`src/rtl/pc_flow_pkg.sv`:
```
// Shared encodings for the next-PC sequencer and the PCSource mux it drives.
package pc_flow_pkg;

  localparam int unsigned OPCODE_W    = 6;
  localparam int unsigned PCSRC_W     = 2;
  localparam int unsigned ALU_SRC_B_W = 2;
  localparam int unsigned ALU_OP_W    = 3;
  localparam int unsigned STATE_W     = 3;

  typedef enum logic [STATE_W-1:0] {
    ST_IDLE   = 3'd0,
    ST_FETCH  = 3'd1,
    ST_DECODE = 3'd2,
    ST_BRANCH = 3'd3,
    ST_JUMP   = 3'd4,
    ST_JR     = 3'd5,
    ST_DONE   = 3'd6
  } state_e;

  localparam logic [OPCODE_W-1:0] OP_RTYPE = 6'h00;
  localparam logic [OPCODE_W-1:0] OP_J     = 6'h02;
  localparam logic [OPCODE_W-1:0] OP_JAL   = 6'h03;
  localparam logic [OPCODE_W-1:0] OP_BEQ   = 6'h04;
  localparam logic [OPCODE_W-1:0] OP_BNE   = 6'h05;
  localparam logic [OPCODE_W-1:0] OP_BLE   = 6'h06;
  localparam logic [OPCODE_W-1:0] OP_BGT   = 6'h07;
  localparam logic [OPCODE_W-1:0] FUNCT_JR = 6'h08;

  localparam logic [ALU_OP_W-1:0] ALU_PASS_A = 3'b000;
  localparam logic [ALU_OP_W-1:0] ALU_ADD    = 3'b001;
  localparam logic [ALU_OP_W-1:0] ALU_SUB    = 3'b010;

  localparam logic [ALU_SRC_B_W-1:0] SRC_B_REG  = 2'b00;
  localparam logic [ALU_SRC_B_W-1:0] SRC_B_FOUR = 2'b01;
  localparam logic [ALU_SRC_B_W-1:0] SRC_B_IMM  = 2'b11;

  localparam logic [PCSRC_W-1:0] PCSRC_JUMP   = 2'b00;
  localparam logic [PCSRC_W-1:0] PCSRC_ALU    = 2'b01;
  localparam logic [PCSRC_W-1:0] PCSRC_ALUOUT = 2'b10;

  // Flow-control class of the instruction being decoded, as the state that follows DECODE.
  function automatic state_e decode_next(input logic [OPCODE_W-1:0] opcode,
                                         input logic [OPCODE_W-1:0] funct);
    state_e nxt;
    nxt = ST_DONE;
    if (opcode == OP_BEQ || opcode == OP_BNE || opcode == OP_BLE || opcode == OP_BGT) begin
      nxt = ST_BRANCH;
    end else if (opcode == OP_J || opcode == OP_JAL) begin
      nxt = ST_JUMP;
    end else if (opcode == OP_RTYPE && funct == FUNCT_JR) begin
      nxt = ST_JR;
    end
    return nxt;
  endfunction

endpackage

```
`src/rtl/pc_flow_ctrl_if.sv`:
```
// Handshake, instruction fields, ALU flags and PC/ALU control outputs of the sequencer.
interface pc_flow_ctrl_if;
  import pc_flow_pkg::*;

  logic                   start;
  logic [OPCODE_W-1:0]    opcode;
  logic [OPCODE_W-1:0]    funct;
  logic                   zero;
  logic                   gt;
  logic [PCSRC_W-1:0]     pc_source;
  logic                   pc_write;
  logic                   alu_src_a;
  logic [ALU_SRC_B_W-1:0] alu_src_b;
  logic [ALU_OP_W-1:0]    alu_op;
  logic                   aluout_write;
  logic                   busy;
  logic                   done;

  // Main control / datapath side.
  modport master (
    output start, opcode, funct, zero, gt,
    input  pc_source, pc_write, alu_src_a, alu_src_b, alu_op, aluout_write, busy, done
  );

  // Sequencer side.
  modport slave (
    input  start, opcode, funct, zero, gt,
    output pc_source, pc_write, alu_src_a, alu_src_b, alu_op, aluout_write, busy, done
  );
endinterface

```
`src/rtl/pc_flow_ctrl_branch_cond.sv`:
```
// Branch-taken decision from the opcode and the live ALU compare flags.
module branch_cond
  import pc_flow_pkg::*;
(
  input  logic [OPCODE_W-1:0] opcode,
  input  logic                zero,
  input  logic                gt,
  output logic                take
);

  // Condition per branch flavour; non-branch opcodes never take.
  always_comb begin
    take = 1'b0;
    case (opcode)
      OP_BEQ:  take = zero;
      OP_BNE:  take = ~zero;
      OP_BLE:  take = zero | ~gt;
      OP_BGT:  take = gt;
      default: take = 1'b0;
    endcase
  end

endmodule

```
`src/rtl/pc_flow_ctrl.sv`:
```
// Multicycle next-PC sequencer: fetch increment, branch target precompute, branch/jump/JR update.
module pc_flow_ctrl
  import pc_flow_pkg::*;
#(
  parameter logic [ALU_SRC_B_W-1:0] PC_INC_SEL = SRC_B_FOUR
) (
  input  logic               clk,
  input  logic               reset,
  pc_flow_ctrl_if.slave      bus
);

  state_e                 state_q, state_d;
  logic                   take;
  logic [PCSRC_W-1:0]     pc_source;
  logic                   pc_write;
  logic                   alu_src_a;
  logic [ALU_SRC_B_W-1:0] alu_src_b;
  logic [ALU_OP_W-1:0]    alu_op;
  logic                   aluout_write;
  logic                   busy;
  logic                   done;

  branch_cond u_branch_cond (
    .opcode (bus.opcode),
    .zero   (bus.zero),
    .gt     (bus.gt),
    .take   (take)
  );

  // State register; reset abandons any instruction in flight.
  always_ff @(posedge clk or negedge reset) begin
    if (!reset) begin
      state_q <= ST_IDLE;
    end else begin
      state_q <= state_d;
    end
  end

  // Next state and state-decoded controls; only the BRANCH pc_write looks at the flags.
  always_comb begin
    state_d      = state_q;
    pc_source    = PCSRC_JUMP;
    pc_write     = 1'b0;
    alu_src_a    = 1'b0;
    alu_src_b    = SRC_B_REG;
    alu_op       = ALU_PASS_A;
    aluout_write = 1'b0;
    busy         = 1'b1;
    done         = 1'b0;
    case (state_q)
      ST_IDLE: begin
        busy = 1'b0;
        if (bus.start) state_d = ST_FETCH;
      end
      ST_FETCH: begin
        alu_src_b = PC_INC_SEL;
        alu_op    = ALU_ADD;
        pc_source = PCSRC_ALU;
        pc_write  = 1'b1;
        state_d   = ST_DECODE;
      end
      ST_DECODE: begin
        alu_src_b    = SRC_B_IMM;
        alu_op       = ALU_ADD;
        aluout_write = 1'b1;
        state_d      = decode_next(bus.opcode, bus.funct);
      end
      ST_BRANCH: begin
        alu_src_a = 1'b1;
        alu_op    = ALU_SUB;
        pc_source = PCSRC_ALUOUT;
        pc_write  = take;
        state_d   = ST_DONE;
      end
      ST_JUMP: begin
        pc_write = 1'b1;
        state_d  = ST_DONE;
      end
      ST_JR: begin
        alu_src_a = 1'b1;
        pc_source = PCSRC_ALU;
        pc_write  = 1'b1;
        state_d   = ST_DONE;
      end
      ST_DONE: begin
        done    = 1'b1;
        state_d = bus.start ? ST_FETCH : ST_IDLE;
      end
      default: begin
        busy    = 1'b0;
        state_d = ST_IDLE;
      end
    endcase
  end

  assign bus.pc_source    = pc_source;
  assign bus.pc_write     = pc_write;
  assign bus.alu_src_a    = alu_src_a;
  assign bus.alu_src_b    = alu_src_b;
  assign bus.alu_op       = alu_op;
  assign bus.aluout_write = aluout_write;
  assign bus.busy         = busy;
  assign bus.done         = done;

endmodule

```
`src/flat_wrapper.sv`:
```
// flat-port wrapper written by rule: the top's interface ports become plain ports
module pc_flow_ctrl_flat import pc_flow_pkg::*;
#(
  parameter logic [ALU_SRC_B_W-1:0] PC_INC_SEL = SRC_B_FOUR
)
  (clk, reset, bus_start, bus_opcode, bus_funct, bus_zero, bus_gt, bus_pc_source, bus_pc_write, bus_alu_src_a, bus_alu_src_b, bus_alu_op, bus_aluout_write, bus_busy, bus_done);
  pc_flow_ctrl_if bus_i ();
  input  logic clk;
  input  logic reset;
  input wire logic [$bits(bus_i.start)-1:0] bus_start;
  input wire logic [$bits(bus_i.opcode)-1:0] bus_opcode;
  input wire logic [$bits(bus_i.funct)-1:0] bus_funct;
  input wire logic [$bits(bus_i.zero)-1:0] bus_zero;
  input wire logic [$bits(bus_i.gt)-1:0] bus_gt;
  output wire logic [$bits(bus_i.pc_source)-1:0] bus_pc_source;
  output wire logic [$bits(bus_i.pc_write)-1:0] bus_pc_write;
  output wire logic [$bits(bus_i.alu_src_a)-1:0] bus_alu_src_a;
  output wire logic [$bits(bus_i.alu_src_b)-1:0] bus_alu_src_b;
  output wire logic [$bits(bus_i.alu_op)-1:0] bus_alu_op;
  output wire logic [$bits(bus_i.aluout_write)-1:0] bus_aluout_write;
  output wire logic [$bits(bus_i.busy)-1:0] bus_busy;
  output wire logic [$bits(bus_i.done)-1:0] bus_done;
  assign bus_i.start = bus_start;
  assign bus_i.opcode = bus_opcode;
  assign bus_i.funct = bus_funct;
  assign bus_i.zero = bus_zero;
  assign bus_i.gt = bus_gt;
  assign bus_pc_source = bus_i.pc_source;
  assign bus_pc_write = bus_i.pc_write;
  assign bus_alu_src_a = bus_i.alu_src_a;
  assign bus_alu_src_b = bus_i.alu_src_b;
  assign bus_alu_op = bus_i.alu_op;
  assign bus_aluout_write = bus_i.aluout_write;
  assign bus_busy = bus_i.busy;
  assign bus_done = bus_i.done;
  pc_flow_ctrl #(.PC_INC_SEL(PC_INC_SEL)) u_core (.clk(clk), .reset(reset), .bus(bus_i));
endmodule
```
`config.mk`:
```
export PLATFORM = sky130hd
export DESIGN_NAME = pc_flow_ctrl_flat
export DESIGN_NICKNAME = d
export VERILOG_FILES = /design/src/rtl/pc_flow_pkg.sv /design/src/rtl/pc_flow_ctrl_if.sv /design/src/rtl/pc_flow_ctrl_branch_cond.sv /design/src/rtl/pc_flow_ctrl.sv /design/src/flat_wrapper.sv
export SDC_FILE = /design/constraint.sdc
export NUM_CORES = 1
export LEC_CHECK = 0
export ABC_AREA = 1
export CORE_AREA = 2 2 39 41
export DETAILED_ROUTE_END_ITERATION = 8
export DIE_AREA = 0 0 41 43
export HOLD_SLACK_MARGIN = 0.05
export PLACE_DENSITY = 0.69
export SETUP_SLACK_MARGIN = 0.02
export SYNTH_ARGS = -nofsm -noshare
export SYNTH_HDL_FRONTEND = slang
export SYNTH_SLANG_ARGS = --single-unit
export TNS_END_PERCENT = 20
```
`constraint.sdc`:
```
create_clock -name clk -period 1.5 [get_ports clk]
set_input_delay 0.45 -clock clk [delete_from_list [all_inputs] [get_ports clk]]
set_output_delay 0.45 -clock clk [all_outputs]
set_load 0.1 [all_outputs]
```
Word-level counts from Yosys, hierarchy flattened --
Index checks and enable logic that the tools add are counted.
Cells by class: equal/unequal tests 14, muxes and demuxes 15, bitwise logic cells 3, reduce and logical (&&, ||, !) cells 13
Operators by type and width (count):
- == test 6 x 3 -> 1 bit, second input constant | 4
- case mux 3 bit (5 select lines) | 1
- == test 6 x 2 -> 1 bit, second input constant | 2
- case mux 2 bit (2 select lines) | 3
- == test 3 bit, second input constant | 3
- 2-to-1 mux 3 bit | 3
- == test 3 x 2 -> 1 bit, second input constant | 2
- == test 6 x 4 -> 1 bit, second input constant | 1
- logical NOT 6 bit | 1
- OR reduction 2 bit | 3
- OR reduction 3 bit | 2
- OR reduction 6 bit | 1
- 2-to-1 mux 1 bit | 5
- logical OR 1 bit | 4
- case mux 1 bit (4 select lines) | 1
- == test 3 x 1 -> 1 bit, second input constant | 1
- logical NOT 3 bit | 1
- 2-to-1 mux 2 bit | 1
- != test 2 bit, second input constant | 1
- inverter 1 bit | 2
- case mux 1 bit (2 select lines) | 1
- logical AND 1 bit | 1
- OR 1 bit | 1
Word-level totals: bits in registers 3, bits of input ports 17, output and inout bits 12, word-level logic and storage cells 46

Logic depth before layout (Yosys ltp) --
depth in word-level cells 6, depth in mapped cells 8, depth with buffers taken out 8

Modules after synthesis --
A second synthesis with hierarchy kept.
Second synthesis, totals: cells, all modules 79, area total of the unflattened synthesis 401.6 sq um
Modules (own cells, without submodules):
- pc_flow_ctrl | instances 1, cells an instance 63, area an instance 340.3 sq um, sequential area each 75.1 sq um
- branch_cond | instances 1, cells an instance 16, area an instance 61.3 sq um, sequential area each 0.0 sq um

Worst setup path before layout --
No wires, ideal clock.
kind register to output, start point register u_core.state_q[2], end point output bus_alu_src_a, arrival time 4062 ps, data required time 1050 ps, path slack -3012 ps, stages on the path, launching flop included 4, buffers on the path 0, path through dfrtp_1 > nor3_1 > nor2_1 > nor2_1
On the way: word-level cells in the longest chain between the ends 3, elaborated cells on any way between the ends 4, classes of those cells eq/ne (2); mux (1); reduce/logical (1)
RTL lines:
- start: declaration | line pc_flow_ctrl.sv:12 | state_e state_q, state_d;
- start signal: assignment | line pc_flow_ctrl.sv:35 | state_q <= state_d;
- == test 3 x 2 -> 1 bit / == test 3 bit (equally long branches) | line pc_flow_ctrl.sv:50 | case (state_q)
- OR reduction 2 bit (no source line) (*)
- 2-to-1 mux 1 bit (*) | line pc_flow_ctrl.sv:50
- end: declaration | line flat_wrapper.sv:17 | output wire logic [$bits(bus_i.alu_src_a)-1:0] bus_alu_src_a;
Every way passes the cells marked *; elsewhere a longest branch is shown, timed or not.

Final worst setup path --
start point register u_core.state_q[2], end point output bus_pc_write
On the way: word-level cells in the longest chain between the ends 3, elaborated cells on any way between the ends 6, classes of those cells eq/ne (4); mux (1); reduce/logical (1)
RTL lines:
- == test 3 x 1 -> 1 bit / == test 3 bit (equally long branches) | line pc_flow_ctrl.sv:50
- OR reduction 3 bit (no source line)
- case mux 1 bit (2 select lines) (*) | line pc_flow_ctrl.sv:50
- end: declaration | line flat_wrapper.sv:16 | output wire logic [$bits(bus_i.pc_write)-1:0] bus_pc_write;
Marked as above.

==> impl_metrics.json <==
{
  "run_status": "finished, violations left",
  "violations": "setup timing",
  "min_period_ns": 1.82,
  "overflow": 0,
  "setup_violations": 12,
  "synth_cell_types": 17,
  "area_growth_pct": 203,
  "cp_cell_sequence": "inv_2, nor2_4, a21oi_2, buf_4, a21oi_4, buf_12",
  "path_clk_slew_ns": 0.04,
  "fillCellCount": 100,
  "placed_area_um2": 953,
  "cp_max_fo": 3,
  "crit_slowest_cell": "dfrtp_1",
  "antenna_found_initial": 0,
  "worstSetupPathType": "flop to primary output",
  "largest_reg_flops": 3,
  "grt.total_usage": 0.222,
  "viasPerCell": 4.48,
  "end_kind": "primary output",
  "syn_inst": 69,
  "path_buf_inv": 3,
  "place.gp.congestion": 0.690,
  "initial_core_util": 0.265,
  "final_nets": 148,
  "largest-register": "u_core.state_q",
  "dr.first_iter.drc_count": 4,
  "arrival_ns": 1.37,
  "synth-seq-cells": 3,
  "reg.largest.list": "u_core.state_q (3)",
  "final_area_mm2": 0.00111,
  "drc": 0,
  "slew_violations": 0,
  "port_buffers": 27,
  "drt_pass1_iterations": 3,
  "boundaryPins": 29,
  "whs_ns": 0.393,
  "start_kind": "flop",
  "setup_slack_ns": -0.317,
  "clkLatencyLatePin_ns": 0.25,
  "cts_inserted_buffers": 3,
  "grt_pass1_vias": 666,
  "die_h_um": 43,
  "synth_area_um2": 367,
  "drive_gt1_frac": 0.662,
  "ys_warn_count": 0,
  "yosysSeqAreaShare": 0.205,
  "skew_ns": 0.00627,
  "hold_class": "input port to asynchronous set/reset pin",
  "synth_fp_nets": 86,
  "cts.sinks": 3,
  "max_cap_viol_count": 0,
  "core_mm2": 0.00138,
  "finalHoldViolCount": 0,
  "fin_crit_sh": 1.21,
  "clockBufferDepth": 2,
  "wl_mm": 1.62,
  "path_delay_family": "buffers and inverters",
  "chipWidth_um": 41,
  "slowest_delay_ns": 0.39,
  "vias": 654,
  "cts_hold_buffers": 0,
  "cts_tree": "built",
  "fmax_mhz": 550,
  "ant_nets": 0,
  "drt-wirelength-per-cell_um": 11.1,
  "cts_max_level": 1,
  "required_ns": 1.05,
  "rsz0062_at_grt": "true",
  "grt_max_degree": 5,
  "diodes": 0,
  "fp-row-count": 14,
  "hpwl_mm": 1.13,
  "grt_pass1_wl_mm": 2.67,
  "synth_area_per_cell_um2": 5.31,
  "cts-root-buf": "clkbuf_4",
  "die_area_mm2": 0.00176
}
-- through the flow --
| step | cells | utilization | setup slack (ns) | setup TNS (ns) |
|---|---|---|---|---|
| finish | 146 | 0.802 | -0.317 | -2.98 |
| global route | 146 | 0.802 | -0.356 | -3.62 |
| CTS | 144 | 0.776 | -0.313 | -3.12 |
| detailed placement | 129 | 0.689 | -0.686 | -1.06 |
| global placement | 129 | 0.689 | -0.654 | -0.837 |
| floorplan | 69 | - | -0.937 | -5.66 |
-- synthesized netlist by cell type --
library cell	n	area, µm²
a21oi_1	2	10.0
dfrtp_1	3	75.1
buf_4	1	7.51
o21ai_0	1	5.00
nand3_1	3	15.0
nor3_1	2	10.0
inv_2	3	11.3
nor2_1	10	37.5
o21ai_1	1	5.00
nand2_1	20	75.1
nor2_4	2	22.5
a21oi_2	1	8.76
inv_1	16	60.1
nor2_2	1	6.26
o21bai_1	1	7.51
conb_1	1	3.75
nand4_1	1	6.26
-- metal layers --
layer | vias to the layer above | GRT usage | part of all wire
li1 | 322 | - | -
met1 | 286 | 0.203 | 0.31
met2 | 37 | 0.413 | 0.58
met3 | 9 | 0.0262 | 0.060
met4 | 0 | 0.140 | 0.049
met5 | - | 0 | 0
-- layout make-up --
class,instances,area (µm²),share of cell area
clock buffers,4,26.3,0.0237
repair buffers,58,587,0.529
flip-flops and latches,3,76.3,0.0688
well taps,16,20.0,0.0180
inverters,19,73.8,0.0665
multi-input cells,46,327,0.294
-- path summary, 6_finish.rpt --
check	from	endpoint	slack [ns]	cells past startpoint
setup / recovery	u_core.state_q[2]	bus_pc_write	-0.32	6
hold / removal	reset	u_core.state_q[0]	0.39	1
setup reg to reg	u_core.state_q[1]	u_core.state_q[0]	0.24	9
hold reg to reg	u_core.state_q[0]	u_core.state_q[1]	0.74	3
max in group asynchronous	reset	u_core.state_q[1]	0.93	1
min in group clk	bus_opcode[3]	u_core.state_q[1]	0.69	5
-- kinds of logic after synthesis --
group | Yosys count | synth area share
AO/OA/AOI/OAI | 6 | 0.0990
buffers and inverters | 20 | 0.215
flip-flops | 3 | 0.205
other | 1 | 0.0102
AND/OR/NAND/NOR | 39 | 0.471
-- placed cells by master, fill, tap and decap left out --
cell type	synthesis	layout
buf_4	1	30
nand2_1	20	13
buf_12	0	11
inv_2	3	10
inv_1	16	8
clkdlybuf4s50_1	0	8
nor2_4	2	5
nor2_1	10	5
nand2_2	0	4
nor2_2	1	3
nand3_1	3	3
clkbuf_4	0	3
buf_2	0	3
clkbuf_2	0	3
nor3_4	0	2
nand2_4	0	2
a21oi_2	1	2
buf_6	0	2
dfrtp_1	3	2
inv_4	0	1
nand2_8	0	1
o21bai_2	0	1
o21ai_2	0	1
a21oi_4	0	1
o21ai_1	1	1
nand4_1	1	1
conb_1	1	1
clkbuf_1	0	1
dlygate4sd2_1	0	1
dfrtp_2	0	1
-- repair_timing --
| item | 4_1_cts | 5_1_grt |
|---|---|---|
| setup buffers | 11 | 2 |
| resized for setup | 28 | 22 |
| endpoints found under the hold margin | 0 | 0 |
| setup endpoints to repair | 11 | 12 |
| pin swaps | 11 | 10 |
-- worst register-to-register path: cells and delay by family (launching register included) --
| family | cells | cell delay, ns |
|---|---|---|
| buf+inv | 4 | 0.34 |
| flops | 1 | 0.41 |
| simple gates | 4 | 0.34 |
| compound gates | 1 | 0.11 |
Power is not shown: default switching activity piles up to over one toggle a cycle in this logic, so the estimate is an artifact.
